`src/rtl/adc_spi_capture.sv`:
```
// Serial-ADC capture front end.
// Runs one SPI read frame on an AD7476-style 12-bit ADC per accepted trigger
// and hands the sample back as a registered value with a done level, a
// one-clock valid pulse, and a frame-error pulse for nonzero leading bits.
module adc_spi_capture #(
  parameter int NB_DATA      = 12,
  parameter int NB_FRAME     = 16,
  parameter int NB_DIV       = 8,
  parameter int QUIET_CYCLES = 2
) (
  input  logic               clk,
  input  logic               rst,
  input  logic               i_trigger,
  input  logic [NB_DIV-1:0]  i_clk_div,
  input  logic               i_sdata,
  output logic               o_sclk,
  output logic               o_cs_n,
  output logic [NB_DATA-1:0] o_adc_val,
  output logic               o_adc_done,
  output logic               o_valid,
  output logic               o_frame_err
);

  localparam int NB_BIT   = (NB_FRAME > 2) ? $clog2(NB_FRAME) : 1;
  localparam int NB_QUIET = (QUIET_CYCLES > 2) ? $clog2(QUIET_CYCLES) : 1;

  typedef enum logic [2:0] {
    IDLE,
    CS_SETUP,
    SHIFT,
    CS_HOLD,
    QUIET
  } state_t;

  state_t               r_state,     w_state;
  logic [NB_DIV-1:0]    r_div,       w_div;
  logic [NB_DIV-1:0]    r_divCnt,    w_divCnt;
  logic [NB_BIT-1:0]    r_bitCnt,    w_bitCnt;
  logic                 r_phaseHigh, w_phaseHigh;
  logic [NB_FRAME-1:0]  r_shiftReg,  w_shiftReg;
  logic [NB_DATA-1:0]   r_result,    w_result;
  logic                 r_flag,      w_flag;
  logic [NB_QUIET-1:0]  r_quietCnt,  w_quietCnt;
  logic                 r_sclk,      w_sclk;
  logic                 r_csN,       w_csN;
  logic [NB_DATA-1:0]   r_adcVal,    w_adcVal;
  logic                 r_done,      w_done;
  logic                 r_valid,     w_valid;
  logic                 r_frameErr,  w_frameErr;

  logic                 w_divLast;
  logic [NB_FRAME-1:0]  w_leadBits;

  assign w_divLast  = (r_divCnt == (r_div - NB_DIV'(1)));
  // Everything above the data field is a leading bit that must read zero.
  assign w_leadBits = r_shiftReg >> NB_DATA;

  // Next-state and next-output logic; every register holds unless a state acts on it.
  always_comb begin
    w_state     = r_state;
    w_div       = r_div;
    w_divCnt    = r_divCnt;
    w_bitCnt    = r_bitCnt;
    w_phaseHigh = r_phaseHigh;
    w_shiftReg  = r_shiftReg;
    w_result    = r_result;
    w_flag      = r_flag;
    w_quietCnt  = r_quietCnt;
    w_sclk      = r_sclk;
    w_csN       = r_csN;
    w_adcVal    = r_adcVal;
    w_done      = r_done;
    w_valid     = 1'b0;
    w_frameErr  = 1'b0;
    case (r_state)
      IDLE: begin
        if (i_trigger) begin
          w_div    = (i_clk_div == '0) ? NB_DIV'(1) : i_clk_div;
          w_divCnt = '0;
          w_bitCnt = '0;
          w_sclk   = 1'b1;
          w_csN    = 1'b0;
          w_done   = 1'b0;
          w_state  = CS_SETUP;
        end
      end
      CS_SETUP: begin
        if (w_divLast) begin
          w_divCnt    = '0;
          w_sclk      = 1'b0;
          w_phaseHigh = 1'b0;
          w_state     = SHIFT;
        end else begin
          w_divCnt = r_divCnt + NB_DIV'(1);
        end
      end
      SHIFT: begin
        if (w_divLast) begin
          w_divCnt = '0;
          if (!r_phaseHigh) begin
            w_sclk      = 1'b1;
            w_phaseHigh = 1'b1;
            w_shiftReg  = {r_shiftReg[NB_FRAME-2:0], i_sdata};
          end else if (r_bitCnt == NB_BIT'(NB_FRAME - 1)) begin
            w_state = CS_HOLD;
          end else begin
            w_bitCnt    = r_bitCnt + NB_BIT'(1);
            w_sclk      = 1'b0;
            w_phaseHigh = 1'b0;
          end
        end else begin
          w_divCnt = r_divCnt + NB_DIV'(1);
        end
      end
      CS_HOLD: begin
        if (w_divLast) begin
          w_divCnt   = '0;
          w_csN      = 1'b1;
          w_result   = r_shiftReg[NB_DATA-1:0];
          w_flag     = |w_leadBits;
          w_quietCnt = '0;
          w_state    = QUIET;
        end else begin
          w_divCnt = r_divCnt + NB_DIV'(1);
        end
      end
      QUIET: begin
        if (r_quietCnt == NB_QUIET'(QUIET_CYCLES - 1)) begin
          w_adcVal   = r_result;
          w_done     = 1'b1;
          w_valid    = 1'b1;
          w_frameErr = r_flag;
          w_state    = IDLE;
        end else begin
          w_quietCnt = r_quietCnt + NB_QUIET'(1);
        end
      end
      default: begin
        w_state = IDLE;
        w_sclk  = 1'b1;
        w_csN   = 1'b1;
        w_done  = 1'b1;
      end
    endcase
  end

  // State and output registers; reset abandons any frame in progress.
  always_ff @(posedge clk or negedge rst) begin
    if (!rst) begin
      r_state     <= IDLE;
      r_div       <= NB_DIV'(1);
      r_divCnt    <= '0;
      r_bitCnt    <= '0;
      r_phaseHigh <= 1'b0;
      r_shiftReg  <= '0;
      r_result    <= '0;
      r_flag      <= 1'b0;
      r_quietCnt  <= '0;
      r_sclk      <= 1'b1;
      r_csN       <= 1'b1;
      r_adcVal    <= '0;
      r_done      <= 1'b1;
      r_valid     <= 1'b0;
      r_frameErr  <= 1'b0;
    end else begin
      r_state     <= w_state;
      r_div       <= w_div;
      r_divCnt    <= w_divCnt;
      r_bitCnt    <= w_bitCnt;
      r_phaseHigh <= w_phaseHigh;
      r_shiftReg  <= w_shiftReg;
      r_result    <= w_result;
      r_flag      <= w_flag;
      r_quietCnt  <= w_quietCnt;
      r_sclk      <= w_sclk;
      r_csN       <= w_csN;
      r_adcVal    <= w_adcVal;
      r_done      <= w_done;
      r_valid     <= w_valid;
      r_frameErr  <= w_frameErr;
    end
  end

  assign o_sclk      = r_sclk;
  assign o_cs_n      = r_csN;
  assign o_adc_val   = r_adcVal;
  assign o_adc_done  = r_done;
  assign o_valid     = r_valid;
  assign o_frame_err = r_frameErr;

endmodule
```
`config.mk`:
```
export PLATFORM = sky130hd
export DESIGN_NAME = adc_spi_capture
export DESIGN_NICKNAME = d
export VERILOG_FILES = /design/src/rtl/adc_spi_capture.sv
export SDC_FILE = /design/constraint.sdc
export NUM_CORES = 1
export LEC_CHECK = 0
export ABC_AREA = 0
export CORE_MARGIN = 3
export CORE_UTILIZATION = 40
export CTS_CLUSTER_SIZE = 24
export DETAILED_ROUTE_END_ITERATION = 10
export PLACE_DENSITY = 0.58
export SLEW_MARGIN = 0
export SYNTH_ARGS = -nofsm -noshare
export SYNTH_HDL_FRONTEND = slang
export SYNTH_SLANG_ARGS = --single-unit
```
`constraint.sdc`:
```
create_clock -name clk -period 2.8 [get_ports clk]
set_clock_uncertainty 0.05 [all_clocks]
set_input_delay 0.56 -clock clk [delete_from_list [all_inputs] [get_ports clk]]
set_output_delay 0.56 -clock clk [all_outputs]
set_load 0.1 [all_outputs]
```
## Word-level counts from Yosys, hierarchy flattened

Index checks and enable logic that the tools add are counted.

| storage, ports and cells | value |
|---|---|
| bits in registers | 71 |
| input port bits | 12 |
| output and inout bits | 17 |
| word-level logic and storage cells | 98 |

| operators by class | value |
|---|---|
| add/sub/neg operators | 4 |
| equal/unequal tests | 15 |
| muxes and demuxes | 38 |
| bitwise gates (word level) | 4 |
| reductions and logical operators | 22 |

Operator list:

| cell | number |
|---|---|
| $mux 8 | 3 |
| $mux 3 | 7 |
| $mux 1 | 16 |
| $mux 4 | 4 |
| $ne 2x2->1 const B | 8 |
| $pmux 8 s2 | 1 |
| $pmux 3 s5 | 1 |
| $reduce_and 3->1 | 4 |
| $reduce_and 2->1 | 5 |
| $reduce_and 5->1 | 2 |
| $add 8x1->8 const B | 1 |
| $eq 8x8->1 | 1 |
| $logic_not 8->1 | 1 |
| $pmux 4 s2 | 1 |
| $reduce_bool 2->1 | 4 |
| $sub 8x1->8 const B | 1 |
| $reduce_and 7->1 | 1 |
| $eq 3x2->1 const B | 2 |
| $pmux 1 s3 | 2 |
| $reduce_or 3->1 | 2 |
| $add 4x1->4 const B | 1 |
| $eq 4x4->1 const B | 1 |
| $not 1->1 | 4 |
| $pmux 1 s2 | 2 |
| 8 further kinds | 8 |

## Longest topological paths before layout

Gate-level depths: netlist of the first run.

| logic depth | value |
|---|---|
| depth after elaboration | 5 |
| mapped depth | 10 |

## Worst setup path before layout of the first run

No wires, ideal clock.

| path | value |
|---|---|
| kind | reg-to-reg |
| start point | reg r_div[1] |
| end point | reg r_shiftReg[10] |
| arrival | 2.770 ns |
| slack | -0.145 ns |
| stages on the path, launching flop included | 10 |
| buffers on the path | 1 |
| clock period less this slack | 2.945 ns |
| path through | dfrtp_1 -> inv_1 -> ha_1 -> or3b_4 -> o31a_1 -> a2111o_1 -> a211o_1 -> nor3_4 -> buf_6 -> mux2_2 |

| on the way | value |
|---|---|
| word-level cells in the longest chain between the ends | 3 |

Ends and longest elaborated chain:

| what | line | source |
|---|---|---|
| start: declaration | 36 | `logic [NB_DIV-1:0] r_div, w_div;` |
| start signal: assignment | 167 | `r_div <= w_div;` |
| $sub 8x1->8 | 54 | `assign w_divLast = (r_divCnt == (r_div - NB_DIV'(1)));` |
| $eq 8x8->1 | 54 |  |
| $reduce_and 3->1 (no source line) | -- |  |
| end signal: assignment | 171 | `r_shiftReg <= w_shiftReg;` |
| end: declaration | 40 | `logic [NB_FRAME-1:0] r_shiftReg, w_shiftReg;` |

Every way passes these cells.
A chain may end at the register's enable or synchronous reset.

## Worst setup path after layout of the first run

| path | value |
|---|---|
| start point | reg r_div[1] |
| end point | reg r_shiftReg[1] |

Same word-level chain as after synthesis.

==> results of run 1 <==
-- layer usage --
layer  GRT usage, %  part of all wire [%]
met5              0                     0
met4          6.754                   1.8
met3          2.815                   3.7
met2          19.05                    43
met1          21.51                    52
-- report_power, final --
group | total [mW] | internal (mW) | switching (mW)
logic | 0.0418 | 0.0165 | 0.0252
clock network | 0.902 | 0.505 | 0.397
registers | 1.02 | 1.02 | 0
-- metrics by stage --
step | instances | setup WS [ns] | TNS (ns) | total power [mW] | hold WS, ns
6_report | 418 | -0.08754 | -1.204 | 1.969 | 0.1630
5_1_grt | 418 | -0.1920 | -4.071 | 2.043 | 0.1951
4_1_cts | 413 | -0.06550 | -0.7471 | 1.998 | 0.1965
3_5_place_dp | 397 | -0.06564 | -0.8247 | 1.088 | 0.4218
3_3_place_gp | 397 | 0.006361 | 0 | 1.088 | 0.4199
2_1_floorplan | 268 | -0.04438 | -0.7271 | 1.047 | 0.2144
-- final cells by class --
cell class,count,area [um^2]
fillers,719,3769
flip-flops and latches,71,1782
multi-input cells,176,1471
repair buffers,43,400.4
well taps,102,127.6
clock buffers,9,123.9
clock inverters,7,96.34
inverters,10,37.54
-- cell usage after synthesis (all sizes together) (2+ instances only) --
| library cell | number | share of area, % |
|---|---|---|
| clkbuf | 6 | 0.70 |
| mux2 | 47 | 16 |
| o22ai | 3 | 0.58 |
| o211ai | 2 | 0.46 |
| nor2 | 14 | 1.9 |
| nand2b | 3 | 0.58 |
| or4 | 3 | 0.70 |
| dfrtp | 67 | 52 |
| inv | 10 | 1.2 |
| nand4 | 2 | 0.39 |
| a211oi | 2 | 0.46 |
| o21ai | 12 | 1.9 |
| and3 | 2 | 0.39 |
| xnor2 | 8 | 2.2 |
| buf | 5 | 1.2 |
| a21o | 2 | 0.46 |
| or3 | 3 | 0.58 |
| nor3 | 6 | 1.3 |
| nand3 | 9 | 1.4 |
| xor2 | 2 | 0.54 |
| and2 | 3 | 0.58 |
| ha | 3 | 1.2 |
| nor4 | 4 | 0.77 |
| a31oi | 3 | 0.58 |
| nand2 | 13 | 1.5 |
| o31a | 3 | 0.81 |
| dfstp | 4 | 3.2 |
| a21oi | 12 | 1.9 |
-- worst max path at each step --
| stage | startpoint | end | slack [ns] | cells after the start |
|---|---|---|---|---|
| 2_1_floorplan | r_div[1] | r_shiftReg[10] | -0.04 | 9 |
| 3_3_place_gp | r_div[1] | r_shiftReg[11] | 0.006 | 9 |
| 3_5_place_dp | r_div[1] | r_shiftReg[6] | -0.07 | 9 |
| 4_1_cts | r_div[1] | r_shiftReg[12] | -0.07 | 9 |
| 5_1_grt | r_div[1] | r_shiftReg[7] | -0.19 | 9 |
| 6_report | r_div[1] | r_shiftReg[1] | -0.09 | 9 |
-- logic make-up after synthesis --
kind of cell | share of synthesized area [%]
flops | 55.02
simple gates | 11.05
compound gates | 9.622
buf+inv | 3.052
xor+xnor | 3.439
mux | 16.65
fa+ha+maj | 1.159
-- flip-flops by register name, summed over array words and instances (netlist names) --
signal and cells:
r_result 12, r_quietCnt 1, r_shiftReg 16, r_flag 1, r_phaseHigh 1, r_divCnt 8
r_div 8, r_bitCnt 4, o_valid 1, o_sclk 1, o_cs_n 1, o_frame_err 1
r_state 3, o_adc_done 1, o_adc_val 12
-- what timing repair did --
action / CTS / global route
hold buffers: 0 / 0
setup endpoints to repair: 24 / 31
gates resized for setup: 1 / 29
cloned: 0 / 1
buffers inserted: 0 / 4
hold endpoints to repair: 0 / 0
==> qor.yml, run 1 <==
setup_path:
  reg2reg_from: "r_div[1]"
  rr_endpoint: "r_shiftReg[1]"
  crit_chain: "inv_2 > ha_4 > or3b_4 > o31a_1 > a2111o_1 > a211o_4 > nor3_4 > clkbuf_16 > mux2_2"
  worst-path-buf-inv: 2
  r2r_slack_ns: -0.09
  crit_path_start_kind: "flop"
  crit_family: "compound AO/OA/AOI/OAI gates"
  cp_slowest_cell: "dfrtp_1"
  worstPathMaxFanout: 8
  critPathArrivalTime_ns: 3.06
  slowest_delay_ns: 0.40
  endpoint_kind: "flop"
  worstPathRequired_ns: 2.98
  criticalPathCategory: "flop to flop"
  rr_worst_depth: 9
placement:
  dpl_cell_area_um2: 3650
  port_buffers: 28
  dp_hpwl_mm: 3.971
  gp_congestion: 0.8124
global_route:
  grt-ovfl-total: 0
  grt_pass1_wl_mm: 10.09
  grt_pass1_vias: 2057
  grt_max_degree: 72
  track_usage_pct: 14.16
  antenna_found_initial: 0
outcome:
  violations: "negative setup slack"
  status: "complete, but fails checks"
synth:
  syn_area_um2: 3238
  synth-warning-count: 0
  ys_seq_area_share_pct: 55.02
  synth_cell_types: 48
  synth-seq-cells: 71
  synth_fp_nets: 283
  synth-edff-count: 0
  synth_top_flop_cell: "dfrtp_1"
  synthArstFlopShare_pct: 100.0
  syn_inst: 268
  avgSynthCellArea_um2: 12.08
final_layout:
  mostFrequentLayoutCell: "dfrtp_1"
  fin_nets: 326
  diodes: 0
  fin_util_pct: 51.73
  drive_above_1_share_pct: 34.81
  area_growth_pct: 24.73
  final_cell_mix: "dfrtp_1 (67), buf_4 (28), mux2_2 (25), mux2_4 (22)"
  final_area_um2: 4039
power_and_ir_drop:
  ir_drop_mv: 0.2404
  power-per-cell-area_nw_per_um2: 487.4
  leakagePower_nw: 1.850
cts:
  root_buffer: "clkbuf_8"
  cts_sinks: 71
  cts_tree: "done"
  htreeDepth: 3
  clock_latency_ns: 0.34
  cts_buffers: 9
  clk_path_buf_depth: 2
  clk_pin_slew_worst_paths_ns: 0.08
sta:
  post-route-period-util_pct: 103.1
  setup_viol: 29
  drv_slew: 0
  setup_ws_ns: -0.08754
  hold_viol_final: 0
  worst_pin_slew_ns: 0.6771
  fmax_mhz: 346.3
  rsz0062_at_grt: "yes"
  slew_headroom_pct: 54.86
  period_needed_ns: 2.888
routing:
  drt_iter0_drc: 68
  totalWireLength_mm: 6.210
  dr.pass1.iters: 4
  drc: 0
  ant_nets: 0
  routedWlPerCell_um: 14.86
  vias_per_cell: 5.199
  dr_total_vias: 2173
floorplanning:
  start_util_pct: 41.47
  dieHeight_um: 95.98
  num_io_pins: 29
  die_w_um: 95.98
  die_area_um2: 9211
  core_um2: 7807
  core.rowCount: 32
run:
  cap_violations: 0
hold_path:
  min_path_type: "input port to async pin"
Power figures use the tool's default switching activity.
==> run 2, diff against run 1 <==
- HOLD_SLACK_MARGIN: default -> 0.02
==> results of run 2 <==
The final DEF is identical to that of run 1; final timing and power are the same.
==> run 3, diff against run 2 <==
--- a/config.mk
+++ b/config.mk
@@ -11,6 +11,7 @@
 export CTS_CLUSTER_SIZE = 24
 export DETAILED_ROUTE_END_ITERATION = 10
+export GPL_TIMING_DRIVEN = 1
 export HOLD_SLACK_MARGIN = 0.02
-export PLACE_DENSITY = 0.58
+export PLACE_DENSITY = 0.56
 export SLEW_MARGIN = 0
 export SYNTH_ARGS = -nofsm -noshare
==> constraint.sdc (replaced) <==
create_clock -name clk -period 3.4 [get_ports clk]
set_clock_uncertainty 0.05 [all_clocks]
set_input_delay 0.68 -clock clk [delete_from_list [all_inputs] [get_ports clk]]
set_output_delay 0.68 -clock clk [all_outputs]
set_load 0.005 [all_outputs]
==> qor.yml, run 3 (synthesis gave the netlist of run 1 again) <==
final_layout:
  multi_input_area_um2: 1358  # -7.7%
  max_flop_register: "r_shiftReg"
  drive_above_1_share_pct: 25.08  # -9.7 points
  final_cell_mix: "dfrtp_1 (67), mux2_2 (47), clkdlybuf4s50_1 (27), nor2_1 (13), nand2_1 (13)"
  fillers: 717  # -0.28%
  regArea_um2: 1782  # unchanged
  fin_nets: 317  # -2.8%
  area_growth_pct: 18.51
  largest_register_ffs: 16  # unchanged
  mostFrequentLayoutCell: "dfrtp_1"
  diodes: 0  # unchanged
cts:
  ctsResizeCount: 0  # -1
  cts_tree: "done"
  cts_buffers: 9  # unchanged
  clk_pin_slew_worst_paths_ns: 0.07  # about the same
  clk_path_buf_depth: 2  # unchanged
  cts_sinks: 71  # unchanged
  post-cts-setup-buffers: 0  # unchanged
  htreeDepth: 3  # unchanged
  root_buffer: "clkbuf_8"
  clock_latency_ns: 0.35  # about the same
  cts_hold_buf: 0  # unchanged
setup_path:
  endpoint_kind: "flop"
  slowest_delay_ns: 0.43  # +0.03 ns
  crit_path_start_kind: "flop"
  reg2reg_from: "r_div[1]"
  worstPathRequired_ns: 3.58  # +0.60 ns
  worstPathMaxFanout: 14  # +6
  crit_chain: "inv_1 > ha_1 > or3b_4 > o31a_1 > a2111o_1 > a211o_1 > nor2_4 > mux2_2"
  r2r_slack_ns: 0.31  # +0.40 ns
  startpoint: "r_div[1]"
  cp_slowest_cell: "dfrtp_1"
  rr_worst_depth: 8  # -1
  critPathArrivalTime_ns: 3.27  # +0.21 ns
  criticalPathCategory: "flop to flop"
sta:
  setup_ws_ns: 0.3119  # +0.3995 ns
  fmax_mhz: 323.8  # -6.5%
  post-route-period-util_pct: 90.83  # -12 points
  drv_slew: 0  # unchanged
  worst_pin_slew_ns: 0.8523  # +0.1752 ns
  tns_ns: 0  # +1.204 ns
  setup_viol: 0  # -100%
  slew_headroom_pct: 43.18  # -12 points
  rsz0062_at_grt: "no"
  period_needed_ns: 3.088  # +0.2005 ns
  hold_viol_final: 0  # unchanged
global_route:
  grt_max_degree: 39  # -46%
  grt-ovfl-total: 0  # unchanged
  track_usage_pct: 14.87  # +0.71 points
  grt_pass1_vias: 2224  # +8.1%
  antenna_found_initial: 0  # unchanged
  grt_pass1_wl_mm: 10.38  # +2.9%
hold_path:
  min_path_type: "input port to async pin"
floorplanning:
  core.rowCount: 32  # unchanged
  die_w_um: 95.98  # unchanged
  core_um2: 7807  # unchanged
  start_util_pct: 41.47  # unchanged
  die_area_um2: 9211  # unchanged
  num_io_pins: 29  # unchanged
  dieHeight_um: 95.98  # unchanged
placement:
  port_buffers: 28  # unchanged
  gp_congestion: 0.8269  # +1.8%
  dp_hpwl_mm: 4.195  # +5.6%
  pre_cts_slack_ns: 0.3079  # +0.3735 ns
power_and_ir_drop:
  p_seq_share_pct: 54.5  # +2.4 points
  comb_power_share_pct: 2.1  # about the same
  power-per-cell-area_nw_per_um2: 403.7  # -17%
  p_clk_share_pct: 43.4  # -2.4 points
  swShare_pct: 21.53  # +0.061 points
  p_int_mw: 1.216  # -21%
  ir_drop_mv: 0.2355  # -2.0%
  p_switching_uw: 333.6  # -21%
  leakagePower_nw: 1.730  # -6.5%
routing:
  vias_per_cell: 5.289  # +1.7%
  totalWireLength_mm: 5.983  # -3.7%
  ant_nets: 0  # unchanged
  routedWlPerCell_um: 14.63  # -1.5%
  dr_total_vias: 2163  # -0.46%
  drt_iter0_drc: 91  # +34%
  dr.pass1.iters: 4  # unchanged
  drc: 0  # unchanged
run:
  cap_violations: 0  # unchanged
outcome:
  status: "finished, final reports clean"
run 3: cell types whose count changed in the layout (fill, tap and decap cells not counted), moves of 2 or more:
cell,previous run,this run
buf_4,28,5
buf_12,3,1
mux2_4,22,0
inv_1,8,10
clkinvlp_4,0,2
inv_2,2,0
mux2_2,25,47
clkdlybuf4s50_1,10,27
run 3: through the flow:
| stage | area [um^2] | std cells | hold slack (ns) | utilization [%] | total power, mW |
|---|---|---|---|---|---|
| floorplan | 3238 | 268 | 0.3344 | - | 0.8624 |
| global placement | 3637 | 393 | 0.4255 | 46.59 | 0.8953 |
| detailed placement | 3637 | 393 | 0.4281 | 46.59 | 0.8952 |
| CTS | 3837 | 409 | 0.4182 | 49.15 | 1.580 |
| global route | 3837 | 409 | 0.4478 | 49.15 | 1.620 |
| finish | 3837 | 409 | 0.3890 | 49.15 | 1.549 |
run 3: worst max-delay path: cells and delay by family (launching register included):
family | cells | cell delay, ns
DFF | 1 | 0.43
adders and majority gates | 1 | 0.18
muxes | 1 | 0.38
AOI/OAI and AO/OA | 3 | 1.05
buffers and inverters | 1 | 0.09
and+or+nand+nor | 2 | 0.78
run 3: final cells by class:
type,count,share of cell area (%)
flip-flops and latches,71,46.43
multi-input cells,176,35.38
repair buffers,34,8.673
clock buffers,11,3.684
well taps,102,3.326
clock inverters,5,1.532
inverters,10,0.9782
run 3: power groups by stage:
| stage | registers (mW) | logic (mW) | clock network [mW] |
|---|---|---|---|
| 2_1_floorplan | 0.861 | 0.00172 | 0 |
| 3_3_place_gp | 0.860 | 0.0349 | 0 |
| 5_1_grt | 0.844 | 0.0377 | 0.738 |
| 4_1_cts | 0.844 | 0.0349 | 0.701 |
| 6_report | 0.844 | 0.0329 | 0.672 |
| 3_5_place_dp | 0.860 | 0.0348 | 0 |
run 3: final timing paths:
path                                  to
min                             r_div[7]
min in group clk                  o_sclk
max                          r_result[7]
min reg2reg                       o_sclk
max in group asynchronous  r_shiftReg[6]
max reg2reg                  r_result[7]
run 3: layer usage:
| layer | GRT usage, % | part of all wire [%] | vias to the layer above |
|---|---|---|---|
| li1 | - | - | 1038 |
| met1 | 18.21 | 45 | 1070 |
| met2 | 23.74 | 48 | 41 |
| met3 | 5.082 | 4.4 | 14 |
| met4 | 6.635 | 2.1 | 0 |
| met5 | 0 | 0 | - |
